### config.mk
export PLATFORM = sky130hd
export DESIGN_NAME = multicycle_controller_flat
export DESIGN_NICKNAME = d
export VERILOG_FILES = /design/src/rtl/multicycle_controller_pkg.sv /design/src/rtl/multicycle_controller_if.sv /design/src/rtl/multicycle_controller_mem_wait_timer.sv /design/src/rtl/multicycle_controller.sv /design/src/flat_wrapper.sv
export SDC_FILE = /design/constraint.sdc
export NUM_CORES = 1
export LEC_CHECK = 0
export CAP_MARGIN = 20
export CELL_PAD_IN_SITES_DETAIL_PLACEMENT = 1
export CELL_PAD_IN_SITES_GLOBAL_PLACEMENT = 1
export CORE_ASPECT_RATIO = 0.6
export CORE_MARGIN = 2
export CORE_UTILIZATION = 42
export CTS_CLUSTER_DIAMETER = 100
export DETAILED_ROUTE_END_ITERATION = 8
export DONT_BUFFER_PORTS = 1
export GPL_ROUTABILITY_DRIVEN = 0
export PLACE_DENSITY_LB_ADDON = 0.1
export SLEW_MARGIN = 20
export SYNTH_ARGS = -nofsm -noshare
export SYNTH_HDL_FRONTEND = slang
export SYNTH_SLANG_ARGS = --single-unit
### constraint.sdc
create_clock -name clk -period 5.3 [get_ports clk]
set_clock_uncertainty 0.05 [all_clocks]
set_input_delay 0.795 -clock clk [delete_from_list [all_inputs] [get_ports clk]]
set_output_delay 0.795 -clock clk [all_outputs]
set_load 0.01 [all_outputs]
### src/rtl/multicycle_controller_pkg.sv
// Shared definitions for the multicycle controller slice.
// Contents: FSM state encodings, ALU operation classes, instruction opcode
// patterns and a classifier mapping an 11-bit opcode field to an
// instruction class.
package multicycle_controller_pkg;

  typedef enum logic [2:0] {
    ST_IDLE      = 3'd0,
    ST_FETCH     = 3'd1,
    ST_DECODE    = 3'd2,
    ST_EXECUTE   = 3'd3,
    ST_MEM       = 3'd4,
    ST_WRITEBACK = 3'd5,
    ST_FAULT     = 3'd6
  } state_e;

  typedef enum logic [1:0] {
    ALU_DTYPE  = 2'b00,
    ALU_BRANCH = 2'b01,
    ALU_RTYPE  = 2'b10
  } alu_op_e;

  typedef enum logic [2:0] {
    IC_INVALID,
    IC_RTYPE,
    IC_LDUR,
    IC_STUR,
    IC_CBZ,
    IC_B
  } instr_class_e;

  // Full 11-bit opcodes
  localparam logic [10:0] OP_ADD  = 11'b10001011000;
  localparam logic [10:0] OP_SUB  = 11'b11001011000;
  localparam logic [10:0] OP_AND  = 11'b10001010000;
  localparam logic [10:0] OP_ORR  = 11'b10101010000;
  localparam logic [10:0] OP_LDUR = 11'b11111000010;
  localparam logic [10:0] OP_STUR = 11'b11111000000;
  // Branches only define a prefix; the low bits belong to the offset field.
  localparam logic [7:0]  OP_CBZ_PREFIX = 8'b10110100;
  localparam logic [5:0]  OP_B_PREFIX   = 6'b000101;

  function automatic instr_class_e classify(input logic [10:0] op);
    instr_class_e cls;
    cls = IC_INVALID;
    if (op[10:5] == OP_B_PREFIX) begin
      cls = IC_B;
    end else if (op[10:3] == OP_CBZ_PREFIX) begin
      cls = IC_CBZ;
    end else begin
      case (op)
        OP_ADD, OP_SUB, OP_AND, OP_ORR: cls = IC_RTYPE;
        OP_LDUR:                        cls = IC_LDUR;
        OP_STUR:                        cls = IC_STUR;
        default:                        cls = IC_INVALID;
      endcase
    end
    return cls;
  endfunction

endpackage

### src/rtl/multicycle_controller_if.sv
// Memory handshake bundle between the controller and instruction/data memory.
//   imem_req   : controller -> imem, fetch request
//   imem_ready : imem -> controller, fetch done (sampled while imem_req=1)
//   mem_read   : controller -> dmem, load request
//   mem_write  : controller -> dmem, store request
//   dmem_ready : dmem -> controller, data access done
interface multicycle_controller_if;
  logic imem_req;
  logic imem_ready;
  logic mem_read;
  logic mem_write;
  logic dmem_ready;

  modport master (
    output imem_req, mem_read, mem_write,
    input  imem_ready, dmem_ready
  );

  modport slave (
    input  imem_req, mem_read, mem_write,
    output imem_ready, dmem_ready
  );
endinterface

### src/rtl/multicycle_controller_mem_wait_timer.sv
// mem_wait_timer: counts consecutive wait cycles of a memory phase.
// Ports:
//   clk, rst_n : clock, asynchronous active-low reset
//   clear      : restart the count (phase entry)
//   tick       : one more cycle spent waiting (ready=0)
//   expired    : this tick brings the count to LIMIT
// expired is gated by tick, so a ready arriving in the limit cycle
// suppresses it and the phase completes normally.
module mem_wait_timer #(
  parameter int unsigned LIMIT = 15
) (
  input  logic clk,
  input  logic rst_n,
  input  logic clear,
  input  logic tick,
  output logic expired
);
  localparam int unsigned CW = (LIMIT < 2) ? 1 : $clog2(LIMIT + 1);

  logic [CW-1:0] count_reg;

  always_ff @(posedge clk or negedge rst_n) begin
    if (!rst_n) begin
      count_reg <= '0;
    end else if (clear) begin
      count_reg <= '0;
    end else if (tick) begin
      count_reg <= count_reg + 1'b1;
    end
  end

  assign expired = tick && (count_reg == CW'(LIMIT - 1));
endmodule

### src/rtl/multicycle_controller.sv
// multicycle_controller: control FSM of a multicycle LEGv8-style datapath.
// Ports:
//   clk, rst_n   : clock, asynchronous active-low reset
//   run          : 1 = keep executing, 0 = stop at next instruction boundary
//   opcode_bits  : instruction bits [31:21] from the instruction register
//   zero         : ALU zero flag (CBZ decision)
//   mem          : memory handshake bundle (imem_req/ready, mem_read/write,
//                  dmem_ready)
//   ir_write, pc_write, reg2_loc, uncondbranch, branch, mem_to_reg,
//   alu_src, reg_write, alu_op : datapath controls
//   busy, fault  : status; state : current state encoding
//   retired      : completed-instruction counter (wraps)
// Outputs decode the registered state and latched opcode; ir_write and
// pc_write additionally follow imem_ready/zero so a same-cycle ready or
// branch decision takes effect without an extra cycle.
module multicycle_controller
  import multicycle_controller_pkg::*;
#(
  parameter int unsigned TIMEOUT_CYCLES = 15,
  parameter int unsigned CNT_W          = 16
) (
  input  logic                  clk,
  input  logic                  rst_n,
  input  logic                  run,
  input  logic [10:0]           opcode_bits,
  input  logic                  zero,
  multicycle_controller_if.master mem,
  output logic                  ir_write,
  output logic                  pc_write,
  output logic                  reg2_loc,
  output logic                  uncondbranch,
  output logic                  branch,
  output logic                  mem_to_reg,
  output logic                  alu_src,
  output logic                  reg_write,
  output logic                  busy,
  output logic                  fault,
  output logic [1:0]            alu_op,
  output logic [2:0]            state,
  output logic [CNT_W-1:0]      retired
);

  state_e             state_reg, state_next;
  logic [10:0]        opcode_reg;
  logic [CNT_W-1:0]   retired_reg;
  logic               retire;
  instr_class_e       cls_decode, cls_exec;
  state_e             boundary_state;
  logic               in_fetch, in_mem, phase_ready;
  logic               wait_clear, wait_tick, wait_expired;

  // DECODE sees the freshly written IR; later states use the latched copy.
  assign cls_decode = classify(opcode_bits);
  assign cls_exec   = classify(opcode_reg);

  assign boundary_state = run ? ST_FETCH : ST_IDLE;

  assign in_fetch    = (state_reg == ST_FETCH);
  assign in_mem      = (state_reg == ST_MEM);
  assign phase_ready = in_fetch ? mem.imem_ready : mem.dmem_ready;
  assign wait_tick   = (in_fetch || in_mem) && !phase_ready;
  // Clear only on entry so a FETCH->FETCH wait keeps accumulating.
  assign wait_clear  = (state_next != state_reg) &&
                       ((state_next == ST_FETCH) || (state_next == ST_MEM));

  mem_wait_timer #(.LIMIT(TIMEOUT_CYCLES)) u_wait_timer (
    .clk     (clk),
    .rst_n   (rst_n),
    .clear   (wait_clear),
    .tick    (wait_tick),
    .expired (wait_expired)
  );

  always_comb begin
    state_next = state_reg;
    retire     = 1'b0;
    case (state_reg)
      ST_IDLE: begin
        if (run) state_next = ST_FETCH;
      end
      ST_FETCH: begin
        if (mem.imem_ready)    state_next = ST_DECODE;
        else if (wait_expired) state_next = ST_FAULT;
      end
      ST_DECODE: begin
        state_next = (cls_decode == IC_INVALID) ? ST_FAULT : ST_EXECUTE;
      end
      ST_EXECUTE: begin
        case (cls_exec)
          IC_RTYPE:        state_next = ST_WRITEBACK;
          IC_LDUR, IC_STUR: state_next = ST_MEM;
          IC_CBZ, IC_B: begin
            retire     = 1'b1;
            state_next = boundary_state;
          end
          default:         state_next = ST_FAULT;
        endcase
      end
      ST_MEM: begin
        if (mem.dmem_ready) begin
          if (cls_exec == IC_LDUR) begin
            state_next = ST_WRITEBACK;
          end else begin
            retire     = 1'b1;
            state_next = boundary_state;
          end
        end else if (wait_expired) begin
          state_next = ST_FAULT;
        end
      end
      ST_WRITEBACK: begin
        retire     = 1'b1;
        state_next = boundary_state;
      end
      ST_FAULT: state_next = ST_FAULT;
      default:  state_next = ST_FAULT;
    endcase
  end

  always_ff @(posedge clk or negedge rst_n) begin
    if (!rst_n) begin
      state_reg   <= ST_IDLE;
      opcode_reg  <= '0;
      retired_reg <= '0;
    end else begin
      state_reg <= state_next;
      if (state_reg == ST_DECODE) opcode_reg <= opcode_bits;
      if (retire) retired_reg <= retired_reg + 1'b1;
    end
  end

  // Output decode
  logic    imem_req_d, mem_read_d, mem_write_d;
  alu_op_e alu_op_sel;

  always_comb begin
    imem_req_d   = 1'b0;
    ir_write     = 1'b0;
    pc_write     = 1'b0;
    reg2_loc     = 1'b0;
    uncondbranch = 1'b0;
    branch       = 1'b0;
    mem_read_d   = 1'b0;
    mem_to_reg   = 1'b0;
    mem_write_d  = 1'b0;
    alu_src      = 1'b0;
    reg_write    = 1'b0;
    fault        = 1'b0;
    alu_op_sel   = ALU_DTYPE;
    case (state_reg)
      ST_FETCH: begin
        imem_req_d = 1'b1;
        ir_write   = mem.imem_ready;
        pc_write   = mem.imem_ready;
      end
      ST_DECODE: begin
        // STUR/CBZ read Rt through the second register port.
        reg2_loc = (cls_decode == IC_STUR) || (cls_decode == IC_CBZ);
      end
      ST_EXECUTE: begin
        case (cls_exec)
          IC_RTYPE: alu_op_sel = ALU_RTYPE;
          IC_LDUR, IC_STUR: begin
            alu_op_sel = ALU_DTYPE;
            alu_src    = 1'b1;
          end
          IC_CBZ: begin
            alu_op_sel = ALU_BRANCH;
            branch     = 1'b1;
            pc_write   = zero;
          end
          IC_B: begin
            uncondbranch = 1'b1;
            pc_write     = 1'b1;
          end
          default: ;
        endcase
      end
      ST_MEM: begin
        mem_read_d  = (cls_exec == IC_LDUR);
        mem_write_d = (cls_exec == IC_STUR);
        alu_op_sel  = ALU_DTYPE;
        alu_src     = 1'b1;
      end
      ST_WRITEBACK: begin
        reg_write  = 1'b1;
        mem_to_reg = (cls_exec == IC_LDUR);
      end
      ST_FAULT: fault = 1'b1;
      default: ;
    endcase
  end

  assign busy          = (state_reg != ST_IDLE) && (state_reg != ST_FAULT);
  assign mem.imem_req  = imem_req_d;
  assign mem.mem_read  = mem_read_d;
  assign mem.mem_write = mem_write_d;
  assign alu_op        = alu_op_sel;
  assign state         = state_reg;
  assign retired       = retired_reg;

endmodule

### src/flat_wrapper.sv
// flat-port wrapper written by rule: the top's interface ports become plain ports
module multicycle_controller_flat import multicycle_controller_pkg::*;
#(
  parameter int unsigned TIMEOUT_CYCLES = 15,
  parameter int unsigned CNT_W          = 16
)
  (clk, rst_n, run, opcode_bits, zero, ir_write, pc_write, reg2_loc, uncondbranch, branch, mem_to_reg, alu_src, reg_write, busy, fault, alu_op, state, retired, mem_imem_req, mem_mem_read, mem_mem_write, mem_imem_ready, mem_dmem_ready);
  multicycle_controller_if mem_i ();
  input  logic clk;
  input  logic rst_n;
  input  logic run;
  input  logic [10:0] opcode_bits;
  input  logic zero;
  output logic ir_write;
  output logic pc_write;
  output logic reg2_loc;
  output logic uncondbranch;
  output logic branch;
  output logic mem_to_reg;
  output logic alu_src;
  output logic reg_write;
  output logic busy;
  output logic fault;
  output logic [1:0] alu_op;
  output logic [2:0] state;
  output logic [CNT_W-1:0] retired;
  output wire logic [$bits(mem_i.imem_req)-1:0] mem_imem_req;
  output wire logic [$bits(mem_i.mem_read)-1:0] mem_mem_read;
  output wire logic [$bits(mem_i.mem_write)-1:0] mem_mem_write;
  input wire logic [$bits(mem_i.imem_ready)-1:0] mem_imem_ready;
  input wire logic [$bits(mem_i.dmem_ready)-1:0] mem_dmem_ready;
  assign mem_imem_req = mem_i.imem_req;
  assign mem_mem_read = mem_i.mem_read;
  assign mem_mem_write = mem_i.mem_write;
  assign mem_i.imem_ready = mem_imem_ready;
  assign mem_i.dmem_ready = mem_dmem_ready;
  multicycle_controller #(.TIMEOUT_CYCLES(TIMEOUT_CYCLES), .CNT_W(CNT_W)) u_core (.clk(clk), .rst_n(rst_n), .run(run), .opcode_bits(opcode_bits), .zero(zero), .mem(mem_i), .ir_write(ir_write), .pc_write(pc_write), .reg2_loc(reg2_loc), .uncondbranch(uncondbranch), .branch(branch), .mem_to_reg(mem_to_reg), .alu_src(alu_src), .reg_write(reg_write), .busy(busy), .fault(fault), .alu_op(alu_op), .state(state), .retired(retired));
endmodule
* After elaboration in Yosys (flattened, before gate mapping) *
Index checks and enable logic that the tools add are counted.

operators by class
  equal/unequal tests = 34
  reductions and logical operators = 16
  mux-type cells = 40
  add/subtract/negate cells = 2

operators by type and width
  kind                   count
  $eq 11x11->1 const B   12
  $mux 3                 10
  $eq 3x3->1 const B     7
  $mux 1                 18
  $pmux 3 s6             1
  $add 16x1->16 const B  1
  $eq 8x8->1 const B     2
  $eq 3x2->1 const B     5
  $eq 6x3->1 const B     2
  $pmux 2 s3             2
  $eq 3x1->1 const B     3
  $pmux 3 s3             1
  $mux 4                 2
  $reduce_or 4->1        2
  $logic_not 3->1        2
  $pmux 1 s2             3
  $add 4x1->4 const B    1
  $eq 4x4->1 const B     1
  $logic_and 1x1->1      4
  $pmux 2 s2             1
  $reduce_or 2->1        2
  $logic_or 1x1->1       3
  $ne 3x3->1             1
  $ne 3x3->1 const B     1
  other kinds (5)        5

storage, ports and cells
  word-level logic and storage cells = 96
  flip-flop bits (word level) = 34
  output and inout port bits = 34

* Logic depth before layout (Yosys ltp) *
  depth after elaboration = 13
  depth in mapped cells = 10

* Cells and area by module *
Synthesis repeated with hierarchy kept, for this count alone.

unflattened totals
  cells, all modules = 197
  area total of the unflattened synthesis = 2018.2 um^2

modules (own cells, without submodules)
  module                 cells an instance  sequential area each (um^2)  area each (um^2)  instances
  multicycle_controller  177                750.7                        1795.5            1
  mem_wait_timer         20                 100.1                        222.7             1

* Least setup slack after synthesis *
Ideal clock, no wire load.

  path type = in2out
  from = in opcode_bits[5]
  to = out reg2_loc
  buffers on the path = 0
  required time = 4.455 ns
  arrival = 1.691 ns
  cell stages on the path = 5
  slack = 2.764 ns
  cells stage by stage = nor4b_2 -> nand4b_1 -> a21oi_1 -> a21oi_1 -> nor3_1

on the way
  word-level cells in the longest chain between the ends = 8
  elaborated cells on any way between the ends = 16
  classes of those cells = eq/ne: 10; mux: 4; reduce/logical: 2

ends and longest elaborated chain
  what                                             line                             RTL
  from (decl)                                      flat_wrapper.sv:12               input logic [10:0] opcode_bits;
  $eq 11x11->1                                     multicycle_controller_pkg.sv:51  case (op)
  $reduce_or 4->1                                  multicycle_controller_pkg.sv:51
  $pmux 2 s3                                       multicycle_controller_pkg.sv:51
  $mux 3                                           multicycle_controller_pkg.sv:48  end else if (op[10:3] == OP_CBZ_PREFIX) begin
  $mux 3 (*)                                       multicycle_controller_pkg.sv:46  if (op[10:5] == OP_B_PREFIX) begin
  $eq 3x2->1 / $eq 3x3->1 (equally long branches)  multicycle_controller.sv:158     reg2_loc = (cls_decode == IC_STUR) || (cls_decode == IC_CBZ);
  $logic_or 1x1->1 (*)                             multicycle_controller.sv:158
  $mux 1 (*)                                       multicycle_controller.sv:150     case (state_reg)
  to (decl)                                        flat_wrapper.sv:16               output logic reg2_loc;

Every way passes the cells marked *; elsewhere a longest branch is shown, timed or not.

* Worst setup path in the final report *
  from = reg u_core.state_reg[2], in the netlist u_core.state[2]
  to = out alu_op[0]

on the way
  word-level cells in the longest chain between the ends = 2

ends and longest elaborated chain
  what                    line                          RTL
  from (decl)             multicycle_controller.sv:43   state_e state_reg, state_next;
  from (signal assigned)  multicycle_controller.sv:126  state_reg <= state_next;
  $eq 3x2->1              multicycle_controller.sv:150
  $mux 2                  multicycle_controller.sv:150
  to (decl)               flat_wrapper.sv:24            output logic [1:0] alu_op;

Every way passes these cells.

==> results_dict.tcl <==
set metrics [dict create \
    ctsResizeCount 0 \
    slew-limit-headroom 0.5444 \
    grt-busiest-layer "met2" \
    async_reset_ff_frac 1.000 \
    ant_nets 0 \
    drv_cap 0 \
    drt-total-wl_um 5370 \
    hold_path.class "primary input to asynchronous set/reset pin" \
    layout_common_cells "dfrtp_1, nand2_1, nor2_1" \
    syn_area_mm2 0.002006 \
    grt_pass1_vias 1675 \
    drive_gt1_frac 0.1592 \
    ys_ff_latch 34 \
    use_met2 0.3199 \
    setup_tns_ns 0 \
    required_ns 4.45 \
    power_mw 0.5560 \
    largest_reg_flops 16 \
    antenna_found_initial 0 \
    grtUsageTotal 0.2169 \
    drc_errors 0 \
    synthDistinctLibCells 49 \
    r2r-end "u_core.u_wait_timer.count_reg[1]" \
    cts_sinks 34 \
    routedWlPerCell_um 20.34 \
    rsz0062_at_grt "false" \
    min_period_over_period 0.5599 \
    ir_drop_uv 136.6 \
    clkTransAtPathRegs_ns 0.07 \
    crit_fanout 15 \
    critPathLaunchType "flip-flop" \
    yosysSeqAreaShare 0.4242 \
    synthCells 199 \
    synth_area_per_cell_um2 10.08 \
    whs_ns 0.1422 \
    cts_tree "built" \
    drv_slew 0 \
    syn-num-nets 219 \
    io_pins 51 \
    fp.dieW_um 93.22 \
    cts.path.max_buffers 2 \
    critPathMaxStageDelay_ns 0.61 \
    worst_pin_slew_ns 0.6787 \
    final_common_cell "dfrtp_1" \
    fin_crit_ns 2.967 \
    die_h_um 57.53 \
    antenna_cells 0 \
    cts-htree-levels 2 \
    p_leak_nw 0.9685 \
    drt_iter0_markers 98 \
    fillCellCount 520 \
    numCtsBuffers 5 \
    ys_warn_count 0 \
    path_cells "nand3b_1, a211oi_2, and3_1" \
    die_area_mm2 0.005363 \
    cpMaxStageDelayCell "dfrtp_1" \
    vias 1564 \
    synth_edf_count 0 \
    outcome "complete, no violations" \
    hold_viol 0 \
    ff2ff_path_depth 8 \
    path_buf_inv 0 \
    core_mm2 0.004588 \
    syn_to_final_growth_pct 9.046 \
    synthFlopType "dfrtp_1" \
    final_cell_count_no_fill 264 \
    r2r_start "u_core.state[2]" \
    grt_max_degree 35 \
    postCtsHoldBufs 0 \
    initial_core_util 0.4371 \
    post_cts.repair.setup_buffers 0 \
    clk_latency_ns 0.29 \
    rows 19 \
    port_buffers 0 \
    r2r_slack_ns 2.62 \
    via_per_inst 5.924 \
    cts_root_buf "clkbuf_8" \
    firstDrtPassIters 4 \
    max_clock_freq_ghz 0.3370 \
    crit_type "flip-flop to primary output" \
    grt_pass1_wl_um 8694 \
    grt_util_met3 0.06473 \
    setup_violations 0 \
    grt_overflow 0 \
    gr-usage-met1 0.3127 \
    crit_family "simple AND/OR/NAND/NOR gates" \
    nets 220 \
    worstPathArrival_ns 2.12 \
    power.density_mw_per_mm2 254.2 \
    dp.cells 256 \
    dp_hpwl_um 4070 \
    endpoint_kind "primary output" \
]
## worst max-delay path by stage
stage               startpoint         to  slack, ns  depth (start not counted)
4_1_cts        u_core.state[2]  alu_op[0]       2.34                          3
6_report       u_core.state[2]  alu_op[0]       2.33                          3
2_1_floorplan   opcode_bits[5]   reg2_loc       2.76                          5
3_3_place_gp    opcode_bits[5]   reg2_loc       2.63                          5
5_1_grt        u_core.state[2]  alu_op[0]       2.18                          3
3_5_place_dp    opcode_bits[5]   reg2_loc       2.47                          5
## metrics by stage
step	utilization	setup slack [ns]	instance area (µm²)
after floorplan	-	2.764	2006
after global placement	0.4467	2.626	2049
after detailed placement	0.4467	2.471	2049
after CTS	0.4767	2.342	2187
after global routing	0.4767	2.184	2187
final	0.4767	2.333	2187
## kinds of logic (layout without fill, tap and decap cells)
kind of cell	after synthesis	after routing	synth area share
xor gates and xnor gates	19	19	0.08297
buffers and inverters	12	14	0.03057
muxes	13	13	0.07236
and+or+nand+nor	89	89	0.2639
AOI/OAI and AO/OA	29	29	0.1073
DFF	34	34	0.4242
adders and majority gates	3	3	0.01872
## cells in the mapped netlist, drive strengths merged (6+ instances only)
| cell | count | area (µm²) |
|---|---|---|
| nand2 | 17 | 63.81 |
| nand3 | 10 | 50.05 |
| xor2 | 9 | 78.83 |
| nand2b | 6 | 37.54 |
| xnor2 | 10 | 87.58 |
| mux2 | 12 | 135.1 |
| nor2 | 14 | 52.55 |
| dfrtp | 34 | 850.8 |
| a21oi | 11 | 55.05 |
| buf | 6 | 38.79 |
| nor2b | 6 | 40.04 |
| and3 | 7 | 48.80 |
## routing by layer
metal,up-vias,wire (µm)
met2,53,2330
met1,791,2587
met4,0,42
li1,715,-
met3,5,409
met5,-,0
## final cells by class
type,count,area [µm²],area share
Clock inverter,3,68.82,0.03146
Tap cell,63,78.83,0.03604
Multi-Input combinational cell,153,1094,0.5000
Sequential cell,34,850.8,0.3890
Clock buffer,5,68.82,0.03146
Inverter,5,18.77,0.008581
Timing Repair Buffer,1,7.507,0.003432
## power breakdown
part | total (mW) | internal (mW) | switching, mW
registers | 0.261 | 0.260 | 0.00103
clock network | 0.288 | 0.188 | 0.0997
logic | 0.00672 | 0.00360 | 0.00312
total | 0.556 | 0.452 | 0.104
Note: power is estimated with default switching activity, not from simulation.
